File: src/rtl/uart_boot_loader_if.sv
// rtl/uart_boot_loader_if.sv - UART and instruction-memory signal bundle for uart_boot_loader
// master = boot loader side, slave = UART/IMEM side.
interface uart_boot_loader_if #(
  parameter int IMEM_ADDR_W = 15
);
  logic [7:0]             rx_rdata;
  logic                   rx_rdata_ready;
  logic                   rx_ferr;
  logic [7:0]             tx_sdata;
  logic                   tx_start;
  logic                   tx_busy;
  logic                   imem_we;
  logic [IMEM_ADDR_W-1:0] imem_waddr;
  logic [31:0]            imem_wdata;
  logic                   boot_done;
  logic                   boot_err;

  modport master (
    input  rx_rdata, rx_rdata_ready, rx_ferr, tx_busy,
    output tx_sdata, tx_start, imem_we, imem_waddr, imem_wdata, boot_done, boot_err
  );

  modport slave (
    output rx_rdata, rx_rdata_ready, rx_ferr, tx_busy,
    input  tx_sdata, tx_start, imem_we, imem_waddr, imem_wdata, boot_done, boot_err
  );
endinterface

File: src/rtl/uart_boot_loader.sv
// rtl/uart_boot_loader.sv - UART boot sequencer: request, size, image into IMEM, acknowledge
// Optional trailing XOR checksum byte when BOOT_CHECKSUM_EN is defined.
module uart_boot_loader #(
  parameter int         IMEM_ADDR_W = 15,
  parameter logic [7:0] REQ_BYTE    = 8'h99,
  parameter logic [7:0] ACK_BYTE    = 8'hAA
) (
  input  logic               clk,
  input  logic               reset_n,
  uart_boot_loader_if.master bus
);

  typedef enum logic [2:0] {
    S_REQ,
    S_SIZE,
    S_PROG,
`ifdef BOOT_CHECKSUM_EN
    S_CSUM,
`endif
    S_ACK,
    S_DONE,
    S_ERR
  } state_e;

  localparam logic [32:0] MAX_BYTES = 33'd4 << IMEM_ADDR_W;

  state_e                 state_q, state_d;
  logic [31:0]            cnt_q, cnt_d;
  logic [31:0]            size_q, size_d;
  logic [23:0]            word_q, word_d;
  logic                   tx_start_q, tx_start_d;
  logic [7:0]             tx_sdata_q, tx_sdata_d;
  logic                   we_q, we_d;
  logic [IMEM_ADDR_W-1:0] waddr_q, waddr_d;
  logic [31:0]            wdata_q, wdata_d;
`ifdef BOOT_CHECKSUM_EN
  logic [7:0]             xor_q, xor_d;
`endif

  logic        tx_guard;
  logic        tx_ok;
  logic [31:0] size_next;
  logic        size_bad;
  logic [31:0] cnt_inc;
  state_e      after_prog;

  // UART_TX reports busy one cycle late, so the pulse cycle itself blocks a resend.
  assign tx_guard  = tx_start_q;
  assign tx_ok     = !bus.tx_busy && !tx_guard;
  assign size_next = {bus.rx_rdata, size_q[31:8]};
  assign size_bad  = (size_next[1:0] != 2'b00) || ({1'b0, size_next} > MAX_BYTES);
  assign cnt_inc   = cnt_q + 32'd1;

`ifdef BOOT_CHECKSUM_EN
  assign after_prog = S_CSUM;
`else
  assign after_prog = S_ACK;
`endif

  always_ff @(posedge clk or negedge reset_n) begin
    if (!reset_n) begin
      state_q    <= S_REQ;
      cnt_q      <= '0;
      size_q     <= '0;
      word_q     <= '0;
      tx_start_q <= 1'b0;
      tx_sdata_q <= '0;
      we_q       <= 1'b0;
      waddr_q    <= '0;
      wdata_q    <= '0;
`ifdef BOOT_CHECKSUM_EN
      xor_q      <= '0;
`endif
    end else begin
      state_q    <= state_d;
      cnt_q      <= cnt_d;
      size_q     <= size_d;
      word_q     <= word_d;
      tx_start_q <= tx_start_d;
      tx_sdata_q <= tx_sdata_d;
      we_q       <= we_d;
      waddr_q    <= waddr_d;
      wdata_q    <= wdata_d;
`ifdef BOOT_CHECKSUM_EN
      xor_q      <= xor_d;
`endif
    end
  end

  always_comb begin
    state_d    = state_q;
    cnt_d      = cnt_q;
    size_d     = size_q;
    word_d     = word_q;
    tx_start_d = 1'b0;
    tx_sdata_d = tx_sdata_q;
    we_d       = 1'b0;
    wdata_d    = wdata_q;
    // Address advances after each write so the next word lands one higher.
    waddr_d    = we_q ? waddr_q + IMEM_ADDR_W'(1) : waddr_q;
`ifdef BOOT_CHECKSUM_EN
    xor_d      = xor_q;
`endif

    case (state_q)
      S_REQ: begin
        if (tx_ok) begin
          tx_start_d = 1'b1;
          tx_sdata_d = REQ_BYTE;
          state_d    = S_SIZE;
        end
      end
      S_SIZE: begin
        if (bus.rx_rdata_ready) begin
          if (bus.rx_ferr) begin
            state_d = S_ERR;
          end else begin
            size_d = size_next;
            cnt_d  = cnt_inc;
            if (cnt_q[1:0] == 2'd3) begin
              cnt_d = '0;
              if (size_bad)               state_d = S_ERR;
              else if (size_next == '0)   state_d = after_prog;
              else                        state_d = S_PROG;
            end
          end
        end
      end
      S_PROG: begin
        if (bus.rx_rdata_ready) begin
          if (bus.rx_ferr) begin
            state_d = S_ERR;
          end else begin
            word_d = {bus.rx_rdata, word_q[23:8]};
            cnt_d  = cnt_inc;
`ifdef BOOT_CHECKSUM_EN
            xor_d  = xor_q ^ bus.rx_rdata;
`endif
            if (cnt_q[1:0] == 2'd3) begin
              we_d    = 1'b1;
              wdata_d = {bus.rx_rdata, word_q};
            end
            if (cnt_inc == size_q) state_d = after_prog;
          end
        end
      end
`ifdef BOOT_CHECKSUM_EN
      S_CSUM: begin
        if (bus.rx_rdata_ready) begin
          if (bus.rx_ferr || (bus.rx_rdata != xor_q)) state_d = S_ERR;
          else                                        state_d = S_ACK;
        end
      end
`endif
      S_ACK: begin
        if (tx_ok) begin
          tx_start_d = 1'b1;
          tx_sdata_d = ACK_BYTE;
          state_d    = S_DONE;
        end
      end
      S_DONE: ;
      S_ERR:  ;
      default: state_d = S_ERR;
    endcase
  end

  assign bus.tx_start   = tx_start_q;
  assign bus.tx_sdata   = tx_sdata_q;
  assign bus.imem_we    = we_q;
  assign bus.imem_waddr = waddr_q;
  assign bus.imem_wdata = wdata_q;
  assign bus.boot_done  = (state_q == S_DONE);
  assign bus.boot_err   = (state_q == S_ERR);

endmodule

File: src/flat_wrapper.sv
// flat-port wrapper written by rule: the top's interface ports become plain ports
module uart_boot_loader_flat 
#(
  parameter int         IMEM_ADDR_W = 15,
  parameter logic [7:0] REQ_BYTE    = 8'h99,
  parameter logic [7:0] ACK_BYTE    = 8'hAA
)
  (clk, reset_n, bus_rx_rdata, bus_rx_rdata_ready, bus_rx_ferr, bus_tx_busy, bus_tx_sdata, bus_tx_start, bus_imem_we, bus_imem_waddr, bus_imem_wdata, bus_boot_done, bus_boot_err);
  uart_boot_loader_if #(.IMEM_ADDR_W(IMEM_ADDR_W)) bus_i ();
  input  logic clk;
  input  logic reset_n;
  input wire logic [$bits(bus_i.rx_rdata)-1:0] bus_rx_rdata;
  input wire logic [$bits(bus_i.rx_rdata_ready)-1:0] bus_rx_rdata_ready;
  input wire logic [$bits(bus_i.rx_ferr)-1:0] bus_rx_ferr;
  input wire logic [$bits(bus_i.tx_busy)-1:0] bus_tx_busy;
  output wire logic [$bits(bus_i.tx_sdata)-1:0] bus_tx_sdata;
  output wire logic [$bits(bus_i.tx_start)-1:0] bus_tx_start;
  output wire logic [$bits(bus_i.imem_we)-1:0] bus_imem_we;
  output wire logic [$bits(bus_i.imem_waddr)-1:0] bus_imem_waddr;
  output wire logic [$bits(bus_i.imem_wdata)-1:0] bus_imem_wdata;
  output wire logic [$bits(bus_i.boot_done)-1:0] bus_boot_done;
  output wire logic [$bits(bus_i.boot_err)-1:0] bus_boot_err;
  assign bus_i.rx_rdata = bus_rx_rdata;
  assign bus_i.rx_rdata_ready = bus_rx_rdata_ready;
  assign bus_i.rx_ferr = bus_rx_ferr;
  assign bus_i.tx_busy = bus_tx_busy;
  assign bus_tx_sdata = bus_i.tx_sdata;
  assign bus_tx_start = bus_i.tx_start;
  assign bus_imem_we = bus_i.imem_we;
  assign bus_imem_waddr = bus_i.imem_waddr;
  assign bus_imem_wdata = bus_i.imem_wdata;
  assign bus_boot_done = bus_i.boot_done;
  assign bus_boot_err = bus_i.boot_err;
  uart_boot_loader #(.IMEM_ADDR_W(IMEM_ADDR_W), .REQ_BYTE(REQ_BYTE), .ACK_BYTE(ACK_BYTE)) u_core (.clk(clk), .reset_n(reset_n), .bus(bus_i));
endmodule
File: config.mk
export PLATFORM = sky130hd
export DESIGN_NAME = uart_boot_loader_flat
export DESIGN_NICKNAME = d
export VERILOG_FILES = /design/src/rtl/uart_boot_loader_if.sv /design/src/rtl/uart_boot_loader.sv /design/src/flat_wrapper.sv
export SDC_FILE = /design/constraint.sdc
export NUM_CORES = 1
export LEC_CHECK = 0
export ABC_AREA = 1
export CAP_MARGIN = 20
export CORE_MARGIN = 5
export CORE_UTILIZATION = 25
export DETAILED_ROUTE_END_ITERATION = 10
export GPL_TIMING_DRIVEN = 0
export SLEW_MARGIN = 20
export SYNTH_ARGS = -nofsm -noshare
export SYNTH_HDL_FRONTEND = slang
export SYNTH_SLANG_ARGS = --single-unit
File: constraint.sdc
create_clock -name clk -period 1.9 [get_ports clk]
set_input_delay 0.19 -clock clk [delete_from_list [all_inputs] [get_ports clk]]
set_output_delay 0.19 -clock clk [all_outputs]
set_load 0.01 [all_outputs]
# [Word-level counts from Yosys, hierarchy flattened]
# Index checks and enable logic that the tools add are counted.
[classes] addsub=2 order_cmp=1 eq_ne=15 muxes=26 bitwise=2 reduce_logical=17
[op_table] cell="$mux W32" n=5
[op_table] cell="$pmux W32 S2" n=1
[op_table] cell="$add A32 B1 Y32 const B" n=1
[op_table] cell="$eq A32 B32 Y1" n=1
[op_table] cell="$gt A32 B18 Y1 const B" n=1
[op_table] cell="$logic_not A32 Y1" n=1
[op_table] cell="$mux W3" n=9
[op_table] cell="$mux W8" n=2
[op_table] cell="$pmux W8 S2" n=1
[op_table] cell="$add A15 B1 Y15 const B" n=1
[op_table] cell="$pmux W3 S5" n=1
[op_table] cell="$reduce_and A3 Y1" n=3
[op_table] cell="$ne A2 B2 Y1 const B" n=4
[op_table] cell="$mux W1" n=7
[op_table] cell="$reduce_and A7 Y1" n=1
[op_table] cell="$eq A3 B2 Y1 const B" n=2
[op_table] cell="$eq A3 B3 Y1 const B" n=2
[op_table] cell="$ne A3 B2 Y1 const B" n=2
[op_table] cell="$reduce_bool A2 Y1" n=3
[op_table] cell="$reduce_and A5 Y1" n=1
[op_table] cell="$ne A2 B1 Y1 const B" n=2
[op_table] cell="$reduce_and A4 Y1" n=1
[op_table] cell="$reduce_or A2 Y1" n=2
[op_table] cell="$eq A3 B1 Y1 const B" n=1
[op_table] cell="6 further kinds" n=8
[totals] register_bits=148 inputBits=13 out_inout_bits=59 wordCells=72

# [Longest topological paths before layout]
# Gate-level depths: netlist (run 1).
[depth] ltp_word=7 ltp_mapped=18 mapped_depth_nobuf=18

# [Worst setup path before layout (run 1)]
# No wires, ideal clock.
[synth_timing] path_type="reg-to-reg" start="register u_core.cnt_q[0]" end="register u_core.state_q[0]" arrival_ns=1.949 t_required_ns=1.783 path_slack_ns=-0.166 stages_incl_launch_ff=17 n_path_buf=0 period_less_slack_ns=2.066 cell_sequence="dfrtp_1 ha_1 inv_1 ha_1 xnor2_1 nor2_1 nand3_1 nor2_1 nand2_1 nor2_1 nand2_1 nor2_1 nand3_1 nand2_2 nand2_2 nand2_1 nand2_1"
[synth_via] elab_chain_len=4 elab_cells_between_ends=6
[synth_rtl] item="start: declaration" line_no="uart_boot_loader.sv:28" rtl="logic [31:0] cnt_q, cnt_d;"
[synth_rtl] item="start signal: assignment" line_no="uart_boot_loader.sv:76" rtl="cnt_q <= cnt_d;"
[synth_rtl] item="$add A32 B1 Y32" line_no="uart_boot_loader.sv:52" rtl="assign cnt_inc = cnt_q + 32'd1;"
[synth_rtl] item="$eq A32 B32 Y1" line_no="uart_boot_loader.sv:143" rtl="if (cnt_inc == size_q) state_d = after_prog;"
[synth_rtl] item="$ne A3 B2 Y1 (no source line)"
[synth_rtl] item="$reduce_and A7 Y1 (no source line) *"
[synth_rtl] item="end signal: assignment" line_no="uart_boot_loader.sv:75" rtl="state_q <= state_d;"
[synth_rtl] item="end: declaration" line_no="uart_boot_loader.sv:27" rtl="state_e state_q, state_d;"
# Every way passes the cells marked *; elsewhere a longest branch is shown, timed or not.
# A chain may end at the register's enable or synchronous reset.

# [Final worst setup path (run 1)]
[layout_timing] start="register u_core.cnt_q[0]" end="register u_core.state_q[1]"
# Same word-level chain as after synthesis.

==> results of run 1 <==
## layout make-up
| class | count | area share |
|---|---|---|
| clock buffer | 17 | 0.0424 |
| timing repair buffer | 105 | 0.100 |
| tap | 390 | 0.0487 |
| inverter | 129 | 0.0494 |
| sequential | 143 | 0.359 |
| multi-input combinational | 676 | 0.360 |
| clock inverter | 15 | 0.0186 |
| buffer | 25 | 0.0211 |
## layout by cell type (no fill, tap or decap), drive strengths merged, types with 3 or more instances in the layout
master | Yosys | layout
nand2 | 283 | 283
dfrtp | 143 | 143
inv | 127 | 134
nor2 | 113 | 113
nand3 | 100 | 100
o21ai | 79 | 79
clkdlybuf4s50 | 0 | 66
buf | 15 | 52
clkbuf | 11 | 26
a21oi | 25 | 25
nand4 | 16 | 16
o22ai | 15 | 15
xor2 | 12 | 12
mux2 | 9 | 9
clkinv | 2 | 7
xnor2 | 6 | 6
nor3 | 5 | 5
nor4 | 5 | 5
clkinvlp | 0 | 3
ha | 3 | 3
## cell usage after synthesis
cell | n | area (um^2)
a21oi_1 | 24 | 120
nor2_1 | 97 | 364
nor3_1 | 5 | 25.0
o21ai_1 | 2 | 10.0
nand4_1 | 16 | 100
nor2_2 | 5 | 31.3
inv_2 | 3 | 11.3
xor2_1 | 12 | 105
clkbuf_1 | 11 | 41.3
nand2_8 | 1 | 20.0
nand3_1 | 99 | 495
buf_1 | 2 | 7.51
a211oi_1 | 1 | 7.51
clkinv_1 | 2 | 7.51
nor4_1 | 5 | 31.3
nand3_2 | 1 | 10.0
nor2_4 | 8 | 90.1
buf_4 | 8 | 60.1
conb_1 | 1 | 3.75
nor2_8 | 3 | 60.1
o21ai_0 | 77 | 385
nand2_2 | 13 | 81.3
o22ai_1 | 15 | 93.8
nand2_1 | 267 | 1000
a21oi_2 | 1 | 8.76
or2_2 | 2 | 12.5
mux2_2 | 9 | 101
nand2_4 | 2 | 22.5
ha_1 | 3 | 37.5
inv_1 | 124 | 465
buf_2 | 5 | 25.0
dfrtp_1 | 143 | 3580
xnor2_1 | 6 | 52.6
## registers in the layout (all words and copies together), names as in the netlist
register,cells
u_core.bus.tx_start,1
u_core.size_q,32
u_core.state_q,3
u_core.bus.imem_waddr,15
u_core.word_q,24
u_core.cnt_q,32
u_core.bus.tx_sdata,3
u_core.bus.imem_wdata,32
u_core.bus.imem_we,1
## critical path, cell delays in order, from the launching register on
cell and delay [ns]:
dfrtp_2 0.40, ha_4 0.18, nand2_4 0.07, nor2_8 0.23
buf_6 0.14, nand3_1 0.10, nand2_1 0.12, nand3_2 0.09
nand2_2 0.11, nand2_1 0.06, nor2_1 0.10, nand2_1 0.07
nor2_2 0.09, nand3_2 0.11, nand2_4 0.09, nand2_2 0.05
nand2_1 0.08, nand2_1 0.05
## where the power goes
group / leakage, nW / switching, W / internal [W] / total (W)
Sequential: 1.68 / 0.000149 / 0.00319 / 0.00334
Clock: 0.290 / 0.00163 / 0.00179 / 0.00342
Combinational: 2.77 / 0.000501 / 0.000304 / 0.000805
Total: 4.74 / 0.00228 / 0.00528 / 0.00756
## routing by layer
layer  vias to the layer above  share of wire  track usage
met2                       191           0.47        0.217
met1                      3447           0.46        0.185
met4                         0          0.022       0.0432
li1                       3369              -            -
met5                         -              0            0
met3                        35          0.052       0.0246
## worst min-delay path by stage
| stage | startpoint | cells after the start | slack (ns) | end |
|---|---|---|---|---|
| after CTS | reset_n | 2 | 0.32 | u_core.bus.imem_waddr[9] |
| after global placement | u_core.bus.imem_waddr[14] | 1 | 0.46 | u_core.bus.imem_waddr[14] |
| after detailed placement | reset_n | 1 | 0.20 | u_core.bus.imem_waddr[9] |
| final | reset_n | 2 | 0.29 | u_core.bus.imem_waddr[7] |
| after floorplan | reset_n | 0 | -0.11 | u_core.bus.imem_waddr[0] |
| after global routing | reset_n | 2 | 0.35 | u_core.bus.imem_waddr[7] |
## stage by stage
stage | util | hold WS (ns) | setup WS, ns
2_1_floorplan | - | -0.106 | -0.104
3_3_place_gp | 0.294 | 0.461 | -5.39
3_5_place_dp | 0.295 | 0.195 | -0.884
4_1_cts | 0.325 | 0.323 | -0.366
5_1_grt | 0.339 | 0.354 | -0.499
6_report | 0.339 | 0.294 | -0.335
## timing repair
item	CTS	global route
hold buffers	1	0
endpoints found under the hold margin	66	0
pin swaps	9	26
setup buffers	15	18
resized for setup	54	95
endpoints found under the setup margin	110	117
gates cloned	0	1
## cell families (layout without fill, tap and decap cells)
kind of cell / Yosys count / count (layout)
buffers and inverters: 155 / 291
DFF: 143 / 143
adders and majority gates: 3 / 3
AOI/OAI and AO/OA: 120 / 120
other: 1 / 2
xor gates and xnor gates: 18 / 18
muxes: 9 / 9
and+or+nand+nor: 524 / 524
==> results.md, run 1 <==
* Die H at ~180 um
* Area post-placement at approximately 8700 um^2
* DRC Markers at 0
* Die X-Extent at between 150 and 200 um
* CTS H-Tree Depth at 4
* Worst Tran Pin Value at between 0.5 and 0.6 ns
* First-pass GRT wire length at approximately 36 mm
* Row Count at 63
* Lkg Pwr at approximately 4.7 nW
* CTS sink count at between 100 and 150
* Hold WC Path Type: in2async
* RR Startpoint: u_core.cnt_q[0]
* Cell Area, Synth at about 7500 um^2
* Fin. max-slew vios at 0
* XOR/XNOR share of the synthesized area at 0.0211
* Crit path kind: reg2reg
* Nets@finish at ~1100
* Worst Path Required at 2.23 ns
* Fin worst setup slack at -0.335 ns
* Synthesis Warnings at 0
* Syn Inst Count at 973
* Vias in the first global route at ~6900
* RSZ-0062 raised after global routing: yes
* Post-synthesis compound-gate area fraction at 0.0838
* Crit. End Element: flop
* Status: complete, but fails checks
* Synth Area in Adders at 0.00503
* Worst Path Max Fanout at 6
* Clk_lat worst skew at about 0.44 ns
* Largest net degree at the start of global routing at between 70 and 80
* # port buffers at 69
* Routed len/inst at 15.1 um
* Largest family of logic cells by synthesized area: simple AND/OR/NAND/NOR gates
* # IOs at 72
* Fill cells at roughly 3000
* Tmin final at 2.24 ns
* Iter 0 DRT Violations at roughly 520
* Reg2reg path depth at 17
* Mux contribution to synthesized area at 0.0136
* CTS tree: done
* Final Skew at between 0.01 and 0.015 ns
* Slew headroom at 0.610
* Worst-path clk slew at 0.07 ns
* Non-filler instance count after layout at 1500
* Max Freq at around 0.45 GHz
* Mapped Avg Cell Area at 7.68 um^2
* Register area share after synthesis at 0.479
* Floorplan core area at between 20000 and 30000 um^2
* Global-route usage over all layers at 0.135
* Grt total ovfl at 0
* Worst VDD drop at about 0.00043 V
* Placed cells at approximately 1400
* Reg area at between 3000 and 4000 um^2
* Die footprint at ~33000 um^2
* Initial antenna violation count at 0
* Vias per std cell at 4.69
* P per Cell Area at roughly 750 nW/um^2
* ANT cells at 0
* CP Capture Point: u_core.state_q[1]
* Crit Reg-Reg Endpoint: u_core.state_q[1]
* Yosys reg bits at around 140
* Failing checks: setup timing
* Vias at 7042
* Crit path launch type: flop
* DPL Wire Length at between 15 and 20 mm
* Period utilization at 1.18
* Setup tns final at -0.993 ns
* Setup-failing EPs final at 3
* Remaining antenna violation count at 0
* Non-Filler Cell Area, Final at roughly 10000 um^2
* Area of the multi-input gates at approximately 3600 um^2
* CP arrival at 2.56 ns
* Post-synth cell types at 33
* Share of cells above drive strength 1 at 0.202
* Area Growth Syn to Fin at 34.2%
* RD Place Congestion at a little over 0.9
* Initial Util at 0.253
* Tot Pwr at roughly 0.0076 W
* R2r setup slk at -0.34 ns
* Synth Area in Simple Gates at 0.314
* Drt total wl at between 20 and 25 mm
* Number of hold violations in the final report at 0
* Critical path launch point: u_core.cnt_q[0]
* Max Cap Violations at 0
* Pre-antenna DRT Iters at 5
* Root Driver: clkbuf_16
* Clock Tree Buf Depth at 2
* Cts bufs inserted at 17
Power figures use the tool's default switching activity.
==> inputs of run 2 (changes only) <==
- ABC_AREA: 1 -> 0
==> results.md, run 2 <==
* # IOs at 72 (unchanged)
* Die H at 182 um (-0.68%)
* Ys async rst share at 1.00 (unchanged)
* Worst Tran Pin Value at 0.512 ns (-0.0690 ns)
* Placed cells at 1191 (-17%)
* Yosys reg bits at 143 (unchanged)
* Most frequent cell after synthesis: dfrtp_1
* Max Cap Violations at 0 (unchanged)
* Global-route usage over all layers at 0.129 (-0.00626)
* CTS H-Tree Depth at 4 (unchanged)
* CP arrival at 3.03 ns (+0.47 ns)
* Area post-placement at 8750 um^2 (+0.24%)
* Worst Path Required at 2.21 ns (-0.02 ns)
* Pre-antenna DRT Iters at 5 (unchanged)
* Vias in the first global route at 6250 (-9.7%)
* Area leader, netlist: dfrtp_1
* Row Count at 62 (-1.6%)
* Most frequent cells in the layout: dfrtp_1, nand2_1, clkdlybuf4s50_1, mux2_2, buf_4
* Routed len/inst at 16.6 um (+10%)
* Tot Pwr at 0.00667 W (-12%)
* Register area share after synthesis at 0.486 (+0.00700)
* Grt total ovfl at 0 (unchanged)
* Syn Inst Count at 736 (-24%)
* Synth area leaders: dfrtp_1, mux2_2, nand2_1
* Period utilization at 1.43 (+0.255)
* R2r setup slk at -0.82 ns (-0.48 ns)
* Crit Reg-Reg Endpoint: u_core.state_q[0]
* Non-Filler Cell Area, Final at 10200 um^2 (+1.4%)
* Cell Area, Synth at 7360 um^2 (-1.4%)
* Nets@finish at 900 (-19%)
* Yosys top cell area share at 0.486 (+0.00700)
* Worst-path clk slew at 0.06 ns (about the same)
* CTS tree: done
* DRC Markers at 0 (unchanged)
* Number of hold violations in the final report at 0 (unchanged)
* Slew headroom at 0.656 (+0.0458)
* Number of synthesized flops with an enable pin at 0 (unchanged)
* Hold_ws at 0.289 ns (-0.00520 ns)
* Lkg Pwr at 4.56 nW (-3.8%)
* Root Driver: clkbuf_16
* # port buffers at 69 (unchanged)
* Drt total wl at 21.3 mm (-5.9%)
* Reg2reg path depth at 9 (-8)
* Max Freq at 0.368 GHz (-18%)
* Cts bufs inserted at 17 (unchanged)
* Most common cell after layout, fill and taps aside: dfrtp_1
* Fin. max-slew vios at 0 (unchanged)
* Fill cells at 2843 (-7.4%)
* RR Startpoint: u_core.cnt_q[1]
* Vias per std cell at 4.86 (+3.6%)
* Non-filler instance count after layout at 1281 (-15%)
* First-pass GRT wire length at 34.4 mm (-5.4%)
* Crit path kind: reg2reg
* Area Growth Syn to Fin at 38.1%
* Crit path launch type: flop
* Hold WC Path Type: in2async
* P per Cell Area at 656 nW/um^2 (-13%)
* Clock Tree Buf Depth at 2 (unchanged)
* Setup-failing EPs final at 81 (+78)
* Worst Path Max Fanout at 7 (+1)
* Main synth FF type: dfrtp_1
* Vias at 6230 (-12%)
* Final Skew at 0.0107 ns (-0.00145 ns)
* ANT cells at 0 (unchanged)
* Die X-Extent at 182 um (-0.68%)
* Die footprint at 33000 um^2 (-1.4%)
* Initial antenna violation count at 0 (unchanged)
* RSZ-0062 raised after global routing: yes
* Fin worst setup slack at -0.819 ns (-0.484 ns)
* Crit. End Element: flop
* Tmin final at 2.72 ns (+0.484 ns)
* Status: complete, but fails checks
* Synthesis Warnings at 0 (unchanged)
* DPL Wire Length at 14.3 mm (-12%)
* Remaining antenna violation count at 0 (unchanged)
* Synth cell count leaders: dfrtp_1, nand2_1, mux2_2
* RD Place Congestion at 0.930 (+2.6%)
* Post-synth cell types at 60 (+82%)
* Iter 0 DRT Violations at 447 (-13%)
* Pre-CTS setup slack at -1.09 ns (-0.202 ns)
* Worst VDD drop at 0.000530 V (+22%)
* Share of cells above drive strength 1 at 0.297 (+0.0947)
* Floorplan core area at 28900 um^2 (-2.4%)
* CTS sink count at 143 (unchanged)
* Clk_lat worst skew at 0.43 ns (about the same)
* Failing checks: setup timing
* Initial Util at 0.255 (+0.00242)
* Largest net degree at the start of global routing at 90 (+15%)
* Mapped Avg Cell Area at 10.0 um^2 (+30%)
-- run 2: worst max path at each step --
| stage | slack (ns) | to | from | cells after the start |
|---|---|---|---|---|
| 5_1_grt | -0.89 | u_core.state_q[0] | u_core.cnt_q[6] | 10 |
| 3_3_place_gp | -5.96 | u_core.cnt_q[2] | reset_n | 1 |
| 3_5_place_dp | -1.09 | u_core.state_q[0] | u_core.cnt_q[1] | 12 |
| 4_1_cts | -0.78 | u_core.state_q[0] | u_core.cnt_q[0] | 12 |
| 2_1_floorplan | -0.62 | u_core.state_q[0] | u_core.cnt_q[1] | 10 |
| 6_report | -0.82 | u_core.state_q[0] | u_core.cnt_q[1] | 9 |
-- run 2: cell families after synthesis --
logic type | share of synthesized area
compound gates | 0.109
xor+xnor | 0.0690
fa+ha+maj | 0.00510
buf+inv | 0.0367
flops | 0.486
mux | 0.0979
other cells | 0.000509
simple gates | 0.196
-- run 2: repair_timing --
action / CTS / global route
endpoints found under the hold margin: 54 / 0
buffers inserted: 54 / 15
pin swaps: 27 / 17
resized for setup: 84 / 21
endpoints found under the setup margin: 112 / 111
hold buffers: 1 / 0
-- run 2: final cells by class --
cell class / count / area, um^2 / share of cell area
repair buffers: 134 / 1250 / 0.123
flip-flops and latches: 143 / 3580 / 0.353
well taps: 384 / 480 / 0.0473
clock buffers: 18 / 429 / 0.0422
inverters: 9 / 38.8 / 0.00382
multi-input cells: 535 / 3880 / 0.382
plain buffers: 44 / 335 / 0.0330
clock inverters: 14 / 164 / 0.0161
-- run 2: per-layer routing --
layer | track usage | up-vias | part of all wire
li1 | - | 2913 | -
met5 | 0 | - | 0
met3 | 0.0318 | 30 | 0.052
met1 | 0.170 | 3091 | 0.46
met4 | 0.0465 | 0 | 0.022
met2 | 0.205 | 196 | 0.47
-- run 2: per-stage QoR --
stage                     utilization  setup TNS (ns)
after floorplan                     -           -1.06
after global placement          0.302         -834.18
after detailed placement        0.303          -61.15
after CTS                       0.347          -11.40
after global routing            0.352          -24.13
final                           0.352          -12.56
-- run 2: power breakdown --
| part | switching [W] | internal [W] | leakage (nW) |
|---|---|---|---|
| Sequential | 0.0000238 | 0.00306 | 1.96 |
| Combinational | 0.000127 | 0.0000871 | 2.30 |
| Clock | 0.00149 | 0.00188 | 0.290 |
-- run 2: critical path, stage by stage (launching register included) --
cell       delay (ns)
dfrtp_2          0.39
buf_4            0.15
nand4_4          0.19
nor4_4           0.33
xnor2_1          0.12
or4_4            0.56
a2111oi_4        0.40
and4_1           0.27
a41o_1           0.17
nor2_1           0.04
